--- src/rtl/pht_access_sched.sv ---
// Access scheduler for the single-port PHT RAM: sweeps the table after reset,
// then arbitrates fetch lookups against queued read-modify-write counter updates.
module pht_access_sched #(
   parameter int               ADDRESS = 12,
   parameter int               WIDTH   = 2,
   parameter logic [WIDTH-1:0] INITIAL = 2'b01,
   parameter int               QDEPTH  = 4,
   parameter int               STARVE  = 8
) (
   input  logic               clk,
   input  logic               rst_n,
   input  logic               lk_req,
   input  logic [ADDRESS-1:0] lk_index,
   output logic               lk_gnt,
   output logic               lk_valid,
   output logic               lk_taken,
   input  logic               up_req,
   input  logic [ADDRESS-1:0] up_index,
   input  logic               up_result,
   output logic               up_ready,
   output logic               init_busy,
   output logic               ram_en,
   output logic               ram_we,
   output logic [ADDRESS-1:0] ram_addr,
   output logic [WIDTH-1:0]   ram_wdata,
   input  logic [WIDTH-1:0]   ram_rdata
);

   localparam int QW = (QDEPTH > 1) ? $clog2(QDEPTH) : 1;
   localparam int SW = $clog2(STARVE + 1);

   typedef enum logic [1:0] {S_INIT, S_IDLE, S_UP_WR} state_t;

   typedef struct packed {
      logic [ADDRESS-1:0] index;
      logic               result;
   } upd_t;

   state_t             state, state_nxt;
   logic [ADDRESS-1:0] init_ptr;
   logic [SW-1:0]      starve_cnt;
   upd_t               queue [QDEPTH];
   upd_t               head_ent;
   logic [QW-1:0]      head, tail;
   logic [QW:0]        count, count_nxt;
   logic               q_empty, q_full, force_up;
   logic               push, pop, grant, up_rd;
   logic               en_c, we_c;
   logic [ADDRESS-1:0] addr_c;
   logic [WIDTH-1:0]   wdata_c;

   function automatic logic [WIDTH-1:0] sat(input logic [WIDTH-1:0] v, input logic taken);
      if (taken) return (&v) ? v : v + 1'b1;
      else       return (v == '0) ? v : v - 1'b1;
   endfunction

   assign head_ent = queue[head];
   assign q_empty  = (count == '0);
   assign q_full   = (count == (QW+1)'(QDEPTH));
   assign force_up = q_full || (starve_cnt == SW'(STARVE));
   assign push     = up_req && up_ready;

   // State register
   always_ff @(posedge clk or negedge rst_n) begin
      if (!rst_n) state <= S_INIT;
      else        state <= state_nxt;
   end

   // Next state; the update read is issued from IDLE, so UP_WR always follows it
   always_comb begin
      state_nxt = state;
      case (state)
         S_INIT:  if (init_ptr == {ADDRESS{1'b1}}) state_nxt = S_IDLE;
         S_IDLE:  if (!q_empty && (force_up || !lk_req)) state_nxt = S_UP_WR;
         S_UP_WR: state_nxt = S_IDLE;
         default: state_nxt = S_INIT;
      endcase
   end

   // Outputs / RAM strobes
   always_comb begin
      grant   = 1'b0;
      up_rd   = 1'b0;
      pop     = 1'b0;
      en_c    = 1'b0;
      we_c    = 1'b0;
      addr_c  = '0;
      wdata_c = '0;
      case (state)
         S_INIT: begin
            en_c    = 1'b1;
            we_c    = 1'b1;
            addr_c  = init_ptr;
            wdata_c = INITIAL;
         end
         S_IDLE: begin
            if (!q_empty && force_up) begin
               up_rd = 1'b1;
            end else if (lk_req) begin
               grant  = 1'b1;
               en_c   = 1'b1;
               addr_c = lk_index;
            end else if (!q_empty) begin
               up_rd = 1'b1;
            end
            if (up_rd) begin
               en_c   = 1'b1;
               addr_c = head_ent.index;
            end
         end
         S_UP_WR: begin
            pop     = 1'b1;
            en_c    = 1'b1;
            we_c    = 1'b1;
            addr_c  = head_ent.index;
            wdata_c = sat(ram_rdata, head_ent.result);
         end
         default: ;
      endcase
   end

   // Strobes are held off while reset is asserted, even though state reads INIT
   assign lk_gnt    = rst_n & grant;
   assign ram_en    = rst_n & en_c;
   assign ram_we    = rst_n & we_c;
   assign ram_addr  = addr_c;
   assign ram_wdata = wdata_c;
   assign lk_taken  = ram_rdata[WIDTH-1] & lk_valid;
   assign init_busy = (state == S_INIT);

   always_comb begin
      count_nxt = count;
      case ({push, pop})
         2'b10:   count_nxt = count + 1'b1;
         2'b01:   count_nxt = count - 1'b1;
         default: count_nxt = count;
      endcase
   end

   always_ff @(posedge clk or negedge rst_n) begin
      if (!rst_n) begin
         init_ptr   <= '0;
         head       <= '0;
         tail       <= '0;
         count      <= '0;
         starve_cnt <= '0;
         lk_valid   <= 1'b0;
         up_ready   <= 1'b0;
      end else begin
         if (state == S_INIT) init_ptr <= init_ptr + 1'b1;
         if (push) tail <= tail + 1'b1;
         if (pop)  head <= head + 1'b1;
         count    <= count_nxt;
         lk_valid <= grant;
         up_ready <= (state_nxt != S_INIT) && (count_nxt < (QW+1)'(QDEPTH));
         if (pop)
            starve_cnt <= '0;
         else if (grant && !q_empty && starve_cnt != SW'(STARVE))
            starve_cnt <= starve_cnt + 1'b1;
      end
   end

   // Queue payload needs no reset; pointers and count define what is live
   always_ff @(posedge clk) begin
      if (push) queue[tail] <= '{index: up_index, result: up_result};
   end

endmodule
--- config.mk ---
export PLATFORM = sky130hd
export DESIGN_NAME = pht_access_sched
export DESIGN_NICKNAME = d
export VERILOG_FILES = /design/src/rtl/pht_access_sched.sv
export SDC_FILE = /design/constraint.sdc
export NUM_CORES = 1
export LEC_CHECK = 0
export CORE_ASPECT_RATIO = 0.75
export CORE_MARGIN = 1.5
export CORE_UTILIZATION = 35
export DETAILED_ROUTE_END_ITERATION = 10
export PLACE_DENSITY = 0.65
export SLEW_MARGIN = 0
export SYNTH_ARGS = -nofsm -noshare
export SYNTH_HDL_FRONTEND = slang
export SYNTH_SLANG_ARGS = --single-unit
--- constraint.sdc ---
create_clock -name clk -period 2.2 [get_ports clk]
set_clock_uncertainty 0.1 [all_clocks]
set_input_delay 0.22 -clock clk [delete_from_list [all_inputs] [get_ports clk]]
set_output_delay 0.22 -clock clk [all_outputs]
set_load 0.1 [all_outputs]
# Word-level counts from Yosys, hierarchy flattened
# Memory sizes are Yosys's and may differ from the RTL's.
# Cells that the tools add are included.
word_totals:
  ramBits: 52
  wordCells: 74
  output_inout_bits: 21
  memories: 1
  register_bits: 27
  input_bits: 31
classes:
  reduce_logical: 17
  eq_ne: 8
  addsub: 8
  order_cmp: 1
  bitwise: 4
  n_mux: 27
memory_table:
  columns: ["name", "words", "width", "rd", "rd_clocked_by_memory_dff", "wr", "line_no", "rtl"]
  rows:
  - ["queue", 4, 13, 1, 0, 1, "42", "upd_t queue [QDEPTH];"]
op_table:
  columns: ["operator", "n"]
  rows:
  - ["12-bit 2-to-1 mux", 3]
  - ["12-bit one-hot mux with 3 select lines", 1]
  - ["12-bit by 1-bit adder with 12-bit output (second input constant)", 1]
  - ["12-bit == test (second input constant)", 1]
  - ["1-bit 2-to-1 mux", 12]
  - ["2-bit 2-to-1 mux", 5]
  - ["4-bit 2-to-1 mux", 2]
  - ["2-bit by 1-bit adder with 2-bit output (second input constant)", 3]
  - ["1-bit logical AND", 6]
  - ["2-bit one-hot mux with 3 select lines", 1]
  - ["3-bit one-hot mux with 2 select lines", 1]
  - ["4-bit by 1-bit adder with 4-bit output (second input constant)", 1]
  - ["1-bit AND", 4]
  - ["2-bit by 1-bit == test with 1-bit output (second input constant)", 2]
  - ["2-bit == test (second input constant)", 2]
  - ["4-bit == test (second input constant)", 1]
  - ["2-bit logical NOT", 2]
  - ["4-bit != test (second input constant)", 1]
  - ["2-bit one-hot mux with 2 select lines", 1]
  - ["2-bit nonzero test", 2]
  - ["3-bit by 1-bit adder with 3-bit output (second input constant)", 1]
  - ["3-bit == test (second input constant)", 1]
  - ["3-bit logical NOT", 1]
  - ["3-bit < comparator (second input constant)", 1]
  - ["7 further kinds", 9]

# Longest topological paths before layout
# Gate-level depths: netlist (run 1).
logic_depth:
  depth_word: 9
  depth_mapped: 9
  ltp_nobuf: 8

# Least setup slack after synthesis (run 1)
# Ideal clock, no wire load.
synth_path:
  kind: "reg-to-output"
  from: "register starve_cnt[0]"
  to: "output port ram_addr[0]"
  stages_incl_launch_ff: 7
  path_buffers: 0
  arrival_time_ns: 3.288
  setup_slack_ns: -1.408
  path_cell_list: "dfrtp_1 -> inv_1 -> ha_1 -> and3b_1 -> o211a_1 -> a21oi_4 -> o21ai_0"
synth_between:
  elab_chain_cells: 7
  elab_cells_between_ends: 8
synth_rtl:
  columns: ["item", "line_no", "rtl"]
  rows:
  - ["from (decl)", "41", "logic [SW-1:0] starve_cnt;"]
  - ["from (signal assigned)", "159", "starve_cnt <= starve_cnt + 1'b1;"]
  - ["4-bit == test *", "60", "assign force_up = q_full || (starve_cnt == SW'(STARVE));"]
  - ["1-bit logical OR *", "60", null]
  - ["1-bit logical AND *", "97", "if (!q_empty && force_up) begin"]
  - ["1-bit 2-to-1 mux", "97", null]
  - ["1-bit 2-to-1 mux", "89", "case (state)"]
  - ["12-bit 2-to-1 mux *", "106", "if (up_rd) begin"]
  - ["12-bit one-hot mux with 3 select lines *", "89", null]
  - ["to (decl)", "24", "output logic [ADDRESS-1:0] ram_addr,"]
# Every way passes the cells marked *; elsewhere a longest branch is shown, timed or not. The select of a mux whose other input is x is not followed.

# Final worst setup path (run 1)
layout_path:
  from: "register starve_cnt[0]"
  to: "output port ram_addr[1]"
# Same word-level chain as after synthesis.

==> results of run 1 <==
[stage by stage]
| stage | setup TNS, ps | hold slack (ps) | setup WS (ps) |
|---|---|---|---|
| floorplan | -225 | -176 | -209 |
| global placement | 0 | 401 | 19.7 |
| finish | -2580 | 301 | -205 |
| detailed placement | -40.7 | 405 | -40.7 |
| CTS | -2540 | 345 | -194 |
| global route | -3740 | 388 | -286 |
[metal layers]
metal	track usage [%]	share of wire, %
met2	27.9	50
met4	4.22	1.2
met3	4.73	3.5
met5	0	0
met1	21.4	45
[synth_stat cells, types with 2 or more instances]
library cell	n	share of area [%]
buf_6	3	0.92
buf_2	5	0.68
a32o_1	2	0.55
a32oi_1	4	0.95
nor4_1	2	0.34
xor2_1	7	1.7
nor2_1	11	1.1
nor2_2	2	0.34
ha_1	8	2.7
dfrtp_1	27	18
and2_1	3	0.51
inv_1	17	1.7
nand2_1	13	1.3
xnor2_1	10	2.4
a22o_1	2	0.48
nand4_1	10	1.7
o221ai_1	2	0.48
or2_2	3	0.51
mux2_2	3	0.92
nand3b_1	2	0.41
nand3_1	3	0.41
mux4_1	4	2.9
edfxtp_1	52	43
o21ai_0	19	2.6
mux4_2	9	5.5
and3_1	4	0.68
nor3_1	4	0.55
a22oi_1	9	1.8
[flip-flops by register name (all words and copies together) (netlist names)]
name        cells
up_ready        1
state           2
starve_cnt      4
count           3
queue          52
init_ptr       12
lk_valid        1
tail            2
head            2
[layout by cell type, fill, tap and decap left out, drive strengths merged, types with 3 or more instances in the layout]
cell type	Yosys	layout
nand3	3	3
dfrtp	27	27
nor2	13	13
clkbuf	1	9
o21ai	19	19
a22oi	9	9
inv	17	21
mux2	3	3
and2	3	3
xnor2	10	10
ha	8	8
buf	10	63
or2	3	3
clkdlybuf4s50	0	30
nand2	13	13
edfxtp	52	52
nor3	4	4
and3	4	4
a32oi	4	4
mux4	13	13
xor2	7	7
nand4	10	10
[cell type report]
| class | count | area (um^2) | area share (%) |
|---|---|---|---|
| sequential | 79 | 2240 | 41.9 |
| multi-input combinational | 153 | 1530 | 28.6 |
| timing repair buffer | 93 | 1030 | 19.3 |
| clock buffer | 9 | 225 | 4.21 |
| tap | 136 | 170 | 3.18 |
| clock inverter | 7 | 86.3 | 1.61 |
| inverter | 17 | 63.8 | 1.19 |
[cell families after synthesis]
group / after synthesis / share of synthesized area (%)
adder cells (fa/ha/maj): 10 / 3.58
multiplexers: 16 / 9.31
buffers and inverters: 28 / 3.75
XOR/XNOR: 17 / 4.06
AO/OA/AOI/OAI: 47 / 9.07
AND/OR/NAND/NOR: 63 / 9.24
flip-flops: 79 / 61.0
[power breakdown]
part           switching (uW)  internal, uW
Sequential               2.86          1590
Combinational            60.7          69.4
Clock                     647           905
[repair_timing]
action	CTS	global route
gates cloned	0	1
setup endpoints to repair	15	16
setup buffers	12	2
pin swaps	2	3
resized for setup	18	10
endpoints found under the hold margin	0	0
[worst max path at each step]
stage / depth (start not counted) / endpoint / slack (ps) / startpoint
floorplan: 6 / ram_addr[0] / -210 / starve_cnt[0]
global placement: 8 / up_ready / 20 / up_req
detailed placement: 8 / up_ready / -40 / up_req
CTS: 8 / ram_addr[0] / -190 / starve_cnt[0]
global route: 8 / ram_addr[3] / -290 / starve_cnt[0]
finish: 8 / ram_addr[1] / -200 / starve_cnt[0]
==> impl_metrics.py, run 1 <==
metrics = {
    "finish": {
        "diodes": 0,
        "finish.utilization_pct": 52.2,
        "layout-drive-gt1-share_pct": 36.9,
        "fin_area_um2": 5350,
        "syn_to_final_growth_pct": 45.8,
        "n_fill_cell": 862,
        "nets": 393,
        "fin_cells": 494,
    },
    "route": {
        "ant_nets": 0,
        "dr_total_vias": 2500,
        "drt_iter0_markers": 175,
        "wl_per_cell_um": 17.4,
        "drc": 0,
        "avgViaCountPerCell": 5.06,
        "detail_route.first_pass.iterations": 6,
        "wl_um": 8590,
    },
    "synth": {
        "syn-instance-count": 260,
        "ys.warnings.count": 0,
        "syn_area_um2": 3670,
        "syn-num-nets": 300,
        "synth_edf_count": 52,
        "ys.flop_type": "edfxtp_1",
        "yosys_register_bits": 79,
        "ys_types": 48,
        "avgSynthCellArea_um2": 14.1,
        "synthArstFlopShare_pct": 34.2,
        "ys_seq_area_share_pct": 61.0,
    },
    "sta": {
        "hold_viol_final": 0,
        "slew_viol_final": 0,
        "post-route-period-util_pct": 109,
        "fin_crit_ps": 2400,
        "fmax_mhz": 416,
        "fin_ws_ps": -205,
        "grt_setup_unrepaired": "true",
        "setup_violations": 15,
        "maxSlewHeadroom_pct": 68.5,
        "worst_slew_pin_slew_ps": 468,
    },
    "worst_hold_path": {
        "hp-class": "in2async",
    },
    "clocking": {
        "holdBufCountCts": 0,
        "clkSinkCount": 79,
        "cts-root-buf": "clkbuf_16",
        "cts_tree": "yes",
        "cts_made_buffers": 9,
        "clock_path_buffers": 2,
        "cts.htree.levels": 3,
        "clk_pin_slew_worst_paths_ps": 70,
        "worstSkewPairLatency_ps": 330,
    },
    "critical_path": {
        "required_ps": 1880,
        "cp-start-kind": "register",
        "r2r_cells": 15,
        "crit_buf_inv": 3,
        "cp_top_family": "buffers and inverters",
        "critPathKind": "reg2out",
        "crit_arrival_ps": 2080,
        "r2r_slack_ps": -80,
        "crit_chain": "inv_2, ha_4, and3b_2, a211oi_4, buf_6, nand2_1, o221ai_4, buf_12",
        "reg2reg_from": "starve_cnt[0]",
        "cp_max_fo": 7,
        "slowest_stage": "dfrtp_1",
        "end_kind": "primary output",
        "timing.rr.end": "starve_cnt[0]",
        "cp_slowest_stage_delay_ps": 370,
    },
    "power": {
        "p_leak_uw": 0.00200,
        "ir_drop_mv": 0.321,
        "powerDensity_nw_per_um2": 612,
        "power_uw": 3270,
    },
    "grt": {
        "grt_max_degree": 28,
        "antenna_found_initial": 0,
        "grt_pass1_wl_um": 13800,
        "grt_overflow": 0,
        "first_global_vias": 2686,
        "grt_usage_pct": 16.7,
    },
    "floorplan": {
        "dieArea_um2": 11100,
        "die_height_um": 91.7,
        "start_util_pct": 35.8,
        "ios": 52,
        "row_count": 32,
        "fp.dieW_um": 121,
        "coreArea_um2": 10200,
    },
    "placement": {
        "dpl_cell_area_um2": 4840,
        "dp_cells": 465,
        "routabilityCongestion": 0.802,
        "place_hpwl_um": 5790,
        "numPortBuffers": 51,
    },
    "run_status": {
        "violations": "setup timing",
        "status": "complete, but fails checks",
    },
    "flow_run": {
        "max-cap-violations": 0,
    },
}
Note: power is estimated with default switching activity, not from simulation.
==> inputs of run 2 (changes only) <==
--- a/config.mk
+++ b/config.mk
@@ -5,11 +5,13 @@
 export SDC_FILE = /design/constraint.sdc
 export NUM_CORES = 1
 export LEC_CHECK = 0
+export CELL_PAD_IN_SITES_DETAIL_PLACEMENT = 1
+export CELL_PAD_IN_SITES_GLOBAL_PLACEMENT = 1
 export CORE_ASPECT_RATIO = 0.75
 export CORE_MARGIN = 1.5
 export CORE_UTILIZATION = 35
 export DETAILED_ROUTE_END_ITERATION = 10
-export PLACE_DENSITY = 0.65
+export PLACE_DENSITY = 0.75
 export SLEW_MARGIN = 0
 export SYNTH_ARGS = -nofsm -noshare
 export SYNTH_HDL_FRONTEND = slang
==> impl_metrics.py, run 2 (synthesis gave the netlist of run 1 again) <==
metrics = {
    "sta": {
        "fin_ws_ps": -184,
        "hold_viol_final": 0,
        "fmax_mhz": 420,
        "fin_crit_ps": 2380,
        "setup_violations": 14,
        "maxSlewHeadroom_pct": 68.9,
        "worst_slew_pin_slew_ps": 463,
        "grt_setup_unrepaired": "true",
        "post-route-period-util_pct": 108,
        "slew_viol_final": 0,
    },
    "finish": {
        "finish.utilization_pct": 51.3,
        "layout_common_cells": "52 x edfxtp_1, 31 x buf_4, 30 x clkdlybuf4s50_1",
        "regMostFlops": "queue",
        "diodes": 0,
        "layout-drive-gt1-share_pct": 35.8,
        "syn_to_final_growth_pct": 43.3,
        "final_common_cell": "edfxtp_1",
        "biggestRegsByFlops": "queue: 52 flops, init_ptr: 12 flops, starve_cnt: 4 flops",
        "fin_area_um2": 5260,
        "n_fill_cell": 1040,
        "largest_register_ffs": 52,
        "nets": 384,
    },
    "power": {
        "clkPwrFrac_pct": 45.8,
        "ir_drop_mv": 0.390,
        "power.internal_uw": 2460,
        "p_comb_share_pct": 4.2,
        "p_leak_uw": 0.00196,
        "p_sw_uw": 721,
        "swShare_pct": 22.7,
        "powerDensity_nw_per_um2": 605,
        "seq_power_share_pct": 50.0,
    },
    "run_status": {
        "status": "complete, but fails checks",
        "violations": "setup timing",
    },
    "placement": {
        "routabilityCongestion": 0.754,
        "numPortBuffers": 51,
        "pre_cts_ws_ps": -86.2,
        "place_hpwl_um": 6940,
        "dpl_cell_area_um2": 4840,
    },
    "route": {
        "detail_route.first_pass.iterations": 4,
        "ant_nets": 0,
        "drt_iter0_markers": 109,
        "drc": 0,
        "avgViaCountPerCell": 5.21,
        "wl_um": 9640,
        "dr_total_vias": 2525,
        "wl_per_cell_um": 19.9,
    },
    "clocking": {
        "cts_tree": "yes",
        "cts_made_buffers": 9,
        "clkSinkCount": 79,
        "holdBufCountCts": 0,
        "cts.htree.levels": 3,
        "worstSkewPairLatency_ps": 330,
        "clock_path_buffers": 2,
        "clk_pin_slew_worst_paths_ps": 60,
        "cts-root-buf": "clkbuf_16",
    },
    "floorplan": {
        "fp.dieW_um": 121,
        "die_height_um": 91.7,
        "dieArea_um2": 11100,
        "row_count": 32,
        "start_util_pct": 35.8,
        "ios": 52,
        "coreArea_um2": 10200,
    },
    "flow_run": {
        "max-cap-violations": 0,
    },
    "critical_path": {
        "crit_arrival_ps": 2060,
        "critPathKind": "reg2out",
        "cp-start-kind": "register",
        "required_ps": 1880,
        "cp_max_fo": 14,
        "end_kind": "primary output",
    },
    "grt": {
        "grt_pass1_wl_um": 15500,
        "first_global_vias": 2812,
        "grt_usage_pct": 18.7,
        "grt_max_degree": 28,
        "antenna_found_initial": 0,
        "grt_overflow": 0,
    },
    "worst_hold_path": {
        "hp-class": "in2async",
    },
}
run 2: power by group through the flow:
| stage | Sequential [uW] | Combinational [uW] | Clock (uW) |
|---|---|---|---|
| floorplan | 1620 | 32.1 | 0 |
| global placement | 1620 | 125 | 0 |
| detailed placement | 1620 | 129 | 0 |
| CTS | 1590 | 133 | 1490 |
| global route | 1590 | 144 | 1540 |
| finish | 1590 | 133 | 1460 |
run 2: path summary, 6_finish.rpt:
check                               to  cells past startpoint  slack [ps]     startpoint
max in group asynchronous     up_ready                      2        1380          rst_n
max                        ram_addr[2]                      8        -180  starve_cnt[0]
min reg2reg                init_ptr[6]                      1         410    init_ptr[6]
max reg2reg                   up_ready                      7         200       up_ready
min                           count[0]                      2         320          rst_n
min in group clk           init_ptr[6]                      1         410    init_ptr[6]
run 2: layout make-up:
| class | count | area [um^2] | share of cell area (%) |
|---|---|---|---|
| Multi-Input combinational cell | 153 | 1500 | 28.6 |
| Clock inverter | 7 | 72.6 | 1.38 |
| Tap cell | 136 | 170 | 3.24 |
| Inverter | 17 | 63.8 | 1.21 |
| Clock buffer | 9 | 225 | 4.28 |
| Timing Repair Buffer | 84 | 976 | 18.6 |
| Sequential cell | 79 | 2240 | 42.7 |
run 2: stage by stage:
stage | TNS, ps | power, uW | hold WS [ps] | std cells
finish | -2050 | 3180 | 323 | 485
global route | -3210 | 3280 | 402 | 485
CTS | -2250 | 3210 | 379 | 485
detailed placement | -107 | 1750 | 412 | 464
global placement | 0 | 1750 | 390 | 464
floorplan | -225 | 1650 | -176 | 260
run 2: what timing repair did:
| item | in CTS | in global routing |
|---|---|---|
| pin swaps | 2 | 1 |
| setup endpoints to repair | 15 | 15 |
| gates resized for setup | 19 | 5 |
| buffers inserted | 5 | 0 |
run 2: critical path: stages (launching register included):
cell,delay (ps)
dfrtp_1,360
inv_2,60
ha_4,150
and3b_2,240
a211oi_2,250
buf_6,210
a22oi_1,130
o21ai_4,110
buf_12,200
run 2: routing by layer:
metal  up-vias  routed length, um  track usage [%]
met5         -                  0                0
met4         0                 85             4.61
met3        10                381             4.17
met2        60               5100             32.9
met1      1296               4070             23.6
li1       1159                  -                -
